--- src/rtl/shift_seq_pkg.sv ---
// rtl/shift_seq_pkg.sv - shared state encoding and default widths for the serial shift sequencer
package shift_seq_pkg;

    typedef enum logic [1:0] {
        IDLE  = 2'd0,
        SHIFT = 2'd1,
        DONE  = 2'd2
    } state_t;

    localparam int DW_DEFAULT    = 8;
    localparam int DIV_W_DEFAULT = 16;

endpackage

--- src/rtl/bit_timer.sv ---
// rtl/bit_timer.sv - bit-period divider; pulses tick on the last cycle of each bit while running
module bit_timer #(
    parameter int DIV_W = 16
) (
    input  logic             clk,
    input  logic             rst_n,
    input  logic             load,
    input  logic             run,
    input  logic [DIV_W-1:0] div,
    output logic             tick
);

    logic [DIV_W-1:0] div_lat;
    logic [DIV_W-1:0] cnt;

    // The period is captured at load so later div changes cannot disturb a transfer.
    always_ff @(posedge clk) begin
        if (!rst_n) begin
            div_lat <= '0;
            cnt     <= '0;
        end else if (load) begin
            div_lat <= div;
            cnt     <= div;
        end else if (run) begin
            if (cnt == '0) begin
                cnt <= div_lat;
            end else begin
                cnt <= cnt - DIV_W'(1);
            end
        end
    end

    assign tick = rst_n && run && (cnt == '0);

endmodule

--- src/rtl/shift_seq_ctrl.sv ---
// rtl/shift_seq_ctrl.sv - MSB-first serial shifter: sends s_data on sdo while capturing sdi into rx_data
module shift_seq_ctrl
    import shift_seq_pkg::*;
#(
    parameter int DW    = DW_DEFAULT,
    parameter int DIV_W = DIV_W_DEFAULT
) (
    input  logic             clk,
    input  logic             rst_n,
    input  logic             s_valid,
    output logic             s_ready,
    input  logic [DW-1:0]    s_data,
    input  logic [DIV_W-1:0] div,
    input  logic             abort,
    input  logic             sdi,
    output logic             sdo,
    output logic             frame,
    output logic             bit_tick,
    output logic             done,
    output logic [DW-1:0]    rx_data
);

    localparam int CW = (DW > 1) ? $clog2(DW) : 1;
    localparam logic [CW-1:0] LAST_BIT = CW'(DW - 1);

    state_t        state;
    logic [DW-1:0] q;
    logic [DW-1:0] q_next;
    logic [CW-1:0] bit_cnt;
    logic          shifting;
    logic          accept;
    logic          tick;

    assign shifting = (state == SHIFT);
    assign s_ready  = rst_n && (state == IDLE);
    assign accept   = s_valid && s_ready;
    assign q_next   = {q[DW-2:0], sdi};

    bit_timer #(
        .DIV_W(DIV_W)
    ) u_bit_timer (
        .clk  (clk),
        .rst_n(rst_n),
        .load (accept),
        .run  (shifting),
        .div  (div),
        .tick (tick)
    );

    // Abort is checked before the tick so it wins over a coincident final bit.
    always_ff @(posedge clk) begin
        if (!rst_n) begin
            state   <= IDLE;
            q       <= '0;
            bit_cnt <= '0;
            rx_data <= '0;
        end else begin
            case (state)
                IDLE: begin
                    if (accept) begin
                        q       <= s_data;
                        bit_cnt <= LAST_BIT;
                        state   <= SHIFT;
                    end
                end
                SHIFT: begin
                    if (abort) begin
                        state <= IDLE;
                    end else if (tick) begin
                        q <= q_next;
                        if (bit_cnt == '0) begin
                            rx_data <= q_next;
                            state   <= DONE;
                        end else begin
                            bit_cnt <= bit_cnt - CW'(1);
                        end
                    end
                end
                DONE: begin
                    state <= IDLE;
                end
                default: begin
                    state <= IDLE;
                end
            endcase
        end
    end

    assign frame    = rst_n && shifting;
    assign sdo      = frame && q[DW-1];
    assign bit_tick = tick;
    assign done     = rst_n && (state == DONE);

endmodule
--- config.mk ---
export PLATFORM = sky130hd
export DESIGN_NAME = shift_seq_ctrl
export DESIGN_NICKNAME = d
export VERILOG_FILES = /design/src/rtl/shift_seq_pkg.sv /design/src/rtl/bit_timer.sv /design/src/rtl/shift_seq_ctrl.sv
export SDC_FILE = /design/constraint.sdc
export NUM_CORES = 1
export LEC_CHECK = 0
export ABC_CLOCK_PERIOD_IN_PS = 2050
export CORE_MARGIN = 4
export CORE_UTILIZATION = 49
export DETAILED_ROUTE_END_ITERATION = 10
export PLACE_DENSITY = 0.77
export SLEW_MARGIN = 20
export SYNTH_ARGS = -nofsm -noshare
export SYNTH_HDL_FRONTEND = slang
export SYNTH_HIERARCHICAL = 1
export SYNTH_SLANG_ARGS = --single-unit
--- constraint.sdc ---
create_clock -name clk -period 2.05 [get_ports clk]
set_clock_uncertainty 0.15 [all_clocks]
set_input_delay 0.5125 -clock clk [delete_from_list [all_inputs] [get_ports clk]]
set_output_delay 0.5125 -clock clk [all_outputs]
set_load 0.005 [all_outputs]
==> impl_metrics.tcl, run 1 <==
set metrics [dict create \
    outcome "finished with violations" \
    violations "negative setup slack" \
    drtIter0Drc 182 \
    p_per_area_nw_per_um2 734 \
    syn_area_um2 2960 \
    finalCriticalPeriod_ps 2290 \
    core_area_um2 5890 \
    firstDrtPassIters 5 \
    rsz0062_at_grt "true" \
    worstPathArrival_ps 1630 \
    root_buffer "clkbuf_8" \
    final_common_cell "buf_4" \
    syn-num-nets 369 \
    initial_core_util_pct 50.3 \
    area_growth_pct 40.9 \
    ioPinCount 42 \
    crit_path_max_fanout 2 \
    finalCritPeriodShare_pct 112 \
    hold_viol 0 \
    drv_slew 0 \
    ant_nets 0 \
    hpwlAfterDp_um 5830 \
    synth_edf_count 0 \
    finalSetupViolCount 28 \
    mostFrequentLayoutCells "buf_4 (52), dfxtp_1 (48), clkdlybuf4s50_1 (35), nand2_1 (28), mux2i_1 (23)" \
    cts_tree "done" \
    crit_path_end_kind "primary output" \
    antenna_cells 0 \
    avgViaCountPerCell 5.93 \
    ctsLongestPathBuffers 2 \
    utilization_pct 70.9 \
    clk_pin_slew_ps 100 \
    fin_ws_ps -240 \
    numPortBuffers 41 \
    ys_warn_count 6 \
    die_w_um 85.7 \
    numCtsBuffers 5 \
    yosysSeqAreaShare_pct 35.8 \
    htreeDepth 2 \
    async_flop_share_pct 0 \
    worstHoldPathType "flop to flop" \
    maxCapViolations 0 \
    synth.largest_area_cell "dfxtp_1" \
    synth_area_leaders "dfxtp_1 (36%), mux2i_1 (7.8%), a311oi_2 (4.1%)" \
    max_freq_mhz 437 \
    clk_latency_ps 300 \
    vdd.ir_drop.worst_uv 416 \
    fillCellCount 434 \
    tightest_slew_ps 510 \
    drt-wirelength-per-cell_um 17.3 \
    grt_max_degree 35 \
    cts.sinks 53 \
    gp_congestion 0.884 \
    final_nets 457 \
    synth.top_cell.area_share_pct 35.8 \
    vias 2957 \
    slew_headroom_pct 66.0 \
    cp-start-kind "flop" \
    antenna_found_initial 0 \
    drive_gt1_share_pct 30.4 \
    synthFlopType "dfxtp_1" \
    post-place-ws_ps -618 \
    crit_required_ps 1390 \
    dieHeight_um 85.7 \
    p_leak_uw 0.00160 \
    syn_inst 336 \
    drc_errors 0 \
    grt_usage_pct 23.6 \
    p_total_uw 3060 \
    ys_ff_latch 53 \
    die-area_um2 7350 \
    hold_buffers 0 \
    grt_pass1_wl_um 14000 \
    crit_type "flop to primary output" \
    std_cell_rows 28 \
    routed_wl_um 8640 \
    synth.distinct_cells 58 \
    first_global_vias 2886 \
    gr-total-overflow 0 \
    avgSynthCellArea_um2 8.81 \
]
[cells by family after synthesis]
| group | synth area share [%] |
|---|---|
| and+or+nand+nor | 27.0 |
| AOI/OAI and AO/OA | 21.4 |
| DFF | 35.8 |
| buffers and inverters | 5.37 |
| muxes | 7.78 |
| adders and majority gates | 1.69 |
| xor gates and xnor gates | 0.888 |
[through the flow]
stage | std cells | TNS (ps) | cell area (µm²) | hold WS, ps
floorplan | 336 | -591 | 3000 | 307
global placement | 484 | -22150 | 3800 | 321
detailed placement | 484 | -24950 | 3800 | 324
CTS | 496 | -3140 | 4040 | 341
global route | 499 | -6320 | 4170 | 357
finish | 499 | -4110 | 4170 | 345
[report_power, final]
| group | internal (µW) | switching, µW |
|---|---|---|
| Combinational | 586 | 611 |
| Sequential | 1100 | 62.6 |
| Clock | 356 | 342 |
[state kept, by name (all words and copies together), names as in the netlist]
signal               flops
bit_cnt                  3
q                        8
rx_data                  8
state                    2
u_bit_timer/cnt         16
u_bit_timer/div_lat     16
[cell usage after synthesis, drive strengths merged, types with 7 or more instances]
| library cell | number |
|---|---|
| mux2i | 23 |
| dfxtp | 53 |
| nor4 | 8 |
| clkbuf | 11 |
| o21ai | 22 |
| nor2b | 19 |
| inv | 10 |
| a22o | 9 |
| nand3 | 15 |
| a311oi | 8 |
| nand2 | 28 |
| nor2 | 14 |
| a21oi | 18 |
| nor3 | 21 |
| a211oi | 7 |
| buf | 11 |
[timing repair]
item / CTS / global route
gates resized for setup: 40 / 23
pin swaps: 11 / 17
cloned: 1 / 1
hold endpoints to repair: 0 / 0
buffers inserted: 4 / 3
endpoints found under the setup margin: 55 / 33
[worst max-delay path, cell delays in order, from the launching register on]
cell and delay (ps):
dfxtp_2 330, inv_2 80, ha_4 140, nor4b_4 240
nand4_1 210, nor2_2 180, buf_2 140
[final timing paths]
kind              slack [ps]          to          startpoint  cells after the start
setup / recovery        -240    bit_tick  u_bit_timer/cnt[0]                      6
hold / removal           340  rx_data[0]          rx_data[0]                      2
setup reg to reg        -220  bit_cnt[2]  u_bit_timer/cnt[0]                     10
hold reg to reg          340  rx_data[0]          rx_data[0]                      2
[cell type report]
| class | count | area (µm²) | area share, % |
|---|---|---|---|
| Clock buffer | 5 | 68.8 | 1.65 |
| Inverter | 10 | 37.5 | 0.900 |
| Sequential cell | 53 | 1070 | 25.6 |
| Multi-Input combinational cell | 251 | 1940 | 46.5 |
| Clock inverter | 2 | 35.0 | 0.840 |
| Timing Repair Buffer | 103 | 930 | 22.3 |
| Tap cell | 75 | 93.8 | 2.25 |
[layer usage]
layer / vias to the layer above / wire [µm] / global-route usage [%]
met3: 25 / 383 / 4.13
met1: 1409 / 3800 / 30.2
met2: 100 / 4240 / 40.0
met4: 0 / 209 / 7.77
li1: 1423 / - / -
met5: - / 0 / 0
Power figures use the tool's default switching activity.
==> run 2, diff against run 1 <==
--- a/config.mk
+++ b/config.mk
@@ -10,5 +10,7 @@
 export CORE_UTILIZATION = 49
 export DETAILED_ROUTE_END_ITERATION = 10
+export HOLD_SLACK_MARGIN = 0.08
 export PLACE_DENSITY = 0.77
+export SETUP_SLACK_MARGIN = 0.02
 export SLEW_MARGIN = 20
 export SYNTH_ARGS = -nofsm -noshare
--- a/constraint.sdc
+++ b/constraint.sdc
@@ -3,3 +3,3 @@
 set_input_delay 0.5125 -clock clk [delete_from_list [all_inputs] [get_ports clk]]
 set_output_delay 0.5125 -clock clk [all_outputs]
-set_load 0.005 [all_outputs]
+set_load 0.02 [all_outputs]
==> impl_metrics.tcl, run 2 (synthesis gave the netlist of run 1 again) <==
set metrics [dict create \
    numPortBuffers 41 \
    rsz0062_at_grt "true" \
    ant_nets 0 \
    numCtsBuffers 5 \
    finalCriticalPeriod_ps 2270 \
    fin_ws_ps -224 \
    outcome "finished with violations" \
    antenna_cells 0 \
    area_growth_pct 48.2 \
    maxCapViolations 0 \
    critPathSlowestCell "dfxtp_2" \
    ioPinCount 42 \
    max_freq_mhz 440 \
    core_area_um2 5890 \
    drtIter0Drc 233 \
    hpwlAfterDp_um 5750 \
    cp-start-kind "flop" \
    drive_gt1_share_pct 35.1 \
    post-place-ws_ps -599 \
    clk_pin_slew_ps 120 \
    tightest_slew_ps 766 \
    hold_buffers 0 \
    crit_family "simple AND/OR/NAND/NOR gates" \
    rr_worst_depth 11 \
    hold_depth 2 \
    finalCritPeriodShare_pct 111 \
    gp_congestion 0.885 \
    fillCellCount 412 \
    p_total_uw 3150 \
    hold_viol 0 \
    initial_core_util_pct 50.3 \
    ctsLongestPathBuffers 2 \
    firstDrtPassIters 5 \
    dp.cells 488 \
    grt_max_degree 35 \
    top_regs "u_bit_timer/cnt (16), u_bit_timer/div_lat (16)" \
    root_buffer "clkbuf_8" \
    gr-total-overflow 0 \
    crit_path_max_fanout 5 \
    crit_type "flop to flop" \
    std_cell_rows 28 \
    slew_headroom_pct 48.9 \
    clk_latency_ps 330 \
    slowest_delay_ps 340 \
    tns_ps -3820 \
    htreeDepth 2 \
    dieHeight_um 85.7 \
    utilization_pct 74.5 \
    drv_slew 0 \
    finalSetupViolCount 27 \
    grt_usage_pct 25.8 \
    worstHoldPathType "flop to flop" \
    path_depth 11 \
    cts.sinks 53 \
    dr_wl_met3_um 515 \
    vdd.ir_drop.worst_uv 543 \
    die_w_um 85.7 \
    worstPathCellList "inv_2 -> ha_4 -> nor4b_4 -> nand4_1 -> nor2_4 -> buf_6 -> and4bb_4 -> buf_6 -> buf_16 -> and3_4 -> nor4_2" \
    avgViaCountPerCell 6.12 \
    antenna_found_initial 0 \
    instances_no_fill 508 \
    die-area_um2 7350 \
    p_leak_uw 0.00170 \
    final_nets 465 \
    drt-wirelength-per-cell_um 18.4 \
    vias 3107 \
    violations "negative setup slack" \
    cts_tree "done" \
    crit_required_ps 2120 \
    mostFrequentLayoutCells "buf_4 (57), dfxtp_1 (51), clkdlybuf4s50_1 (34), nand2_1 (28), mux2i_1 (23)" \
    p_per_area_nw_per_um2 718 \
    drc_errors 0 \
    cp_common_cell "buf_6" \
    worstPathArrival_ps 2350 \
    routed_wl_um 9360 \
    final_common_cell "buf_4" \
    path_buf_inv 4 \
    grt_pass1_wl_um 15200 \
    routed.top_layer "met4" \
    crit_path_end_kind "flop" \
    first_global_vias 3187 \
    met2WireLength_um 4830 \
    met1_length_um 3810 \
]
## run 2: cell types whose count changed in the layout (fill, tap and decap cells not counted), moves of 3 or more
cell,before,now
a21oi_1,11,14
buf_4,52,57
dfxtp_1,48,51
dfxtp_2,5,2
dlygate4sd2_1,4,1
nor2_1,12,9
nor3_1,17,12
nor3_4,0,6
o21ai_1,10,5
o21ai_2,1,6
## run 2: worst paths after layout
path	from	end	slack, ps
setup reg to reg	u_bit_timer/cnt[1]	bit_cnt[2]	-220
setup / recovery	u_bit_timer/cnt[1]	bit_cnt[2]	-220
hold / removal	rx_data[5]	rx_data[5]	350
hold reg to reg	rx_data[5]	rx_data[5]	350
## run 2: what timing repair did
action                                  CTS  global route
setup buffers                            10             5
resized for setup                        70            27
pin swaps                                26            12
endpoints found under the setup margin   35            36
cloned                                    3             0
## run 2: metal layers
metal	global-route usage, %	up-vias
met5	0	-
met4	11.8	0
met3	3.75	19
met2	45.7	129
met1	30.8	1512
li1	-	1447
## run 2: stage by stage
stage,instance area (µm²),hold slack [ps]
after floorplan,3010,307
after global routing,4390,364
after detailed placement,3850,324
final,4390,346
after global placement,3850,320
after CTS,4350,343
## run 2: cell type report
cell class / count / area (µm²) / share of cell area, %
multi-input combinational: 251 / 2040 / 46.4
sequential: 53 / 1060 / 24.2
timing repair buffer: 111 / 1040 / 23.6
tap: 75 / 93.8 / 2.14
clock buffer: 5 / 68.8 / 1.57
clock inverter: 3 / 50.0 / 1.14
inverter: 10 / 37.5 / 0.856
## run 2: worst min-delay path, cell delays in order (launching register included)
cell	delay (ps)
dfxtp_1	350
o21ai_2	60
a21oi_1	60
## run 2: where the power goes
group / total [µW] / switching, µW / internal, µW
Sequential: 1170 / 69.6 / 1100
Combinational: 1200 / 610 / 592
Clock: 777 / 402 / 375
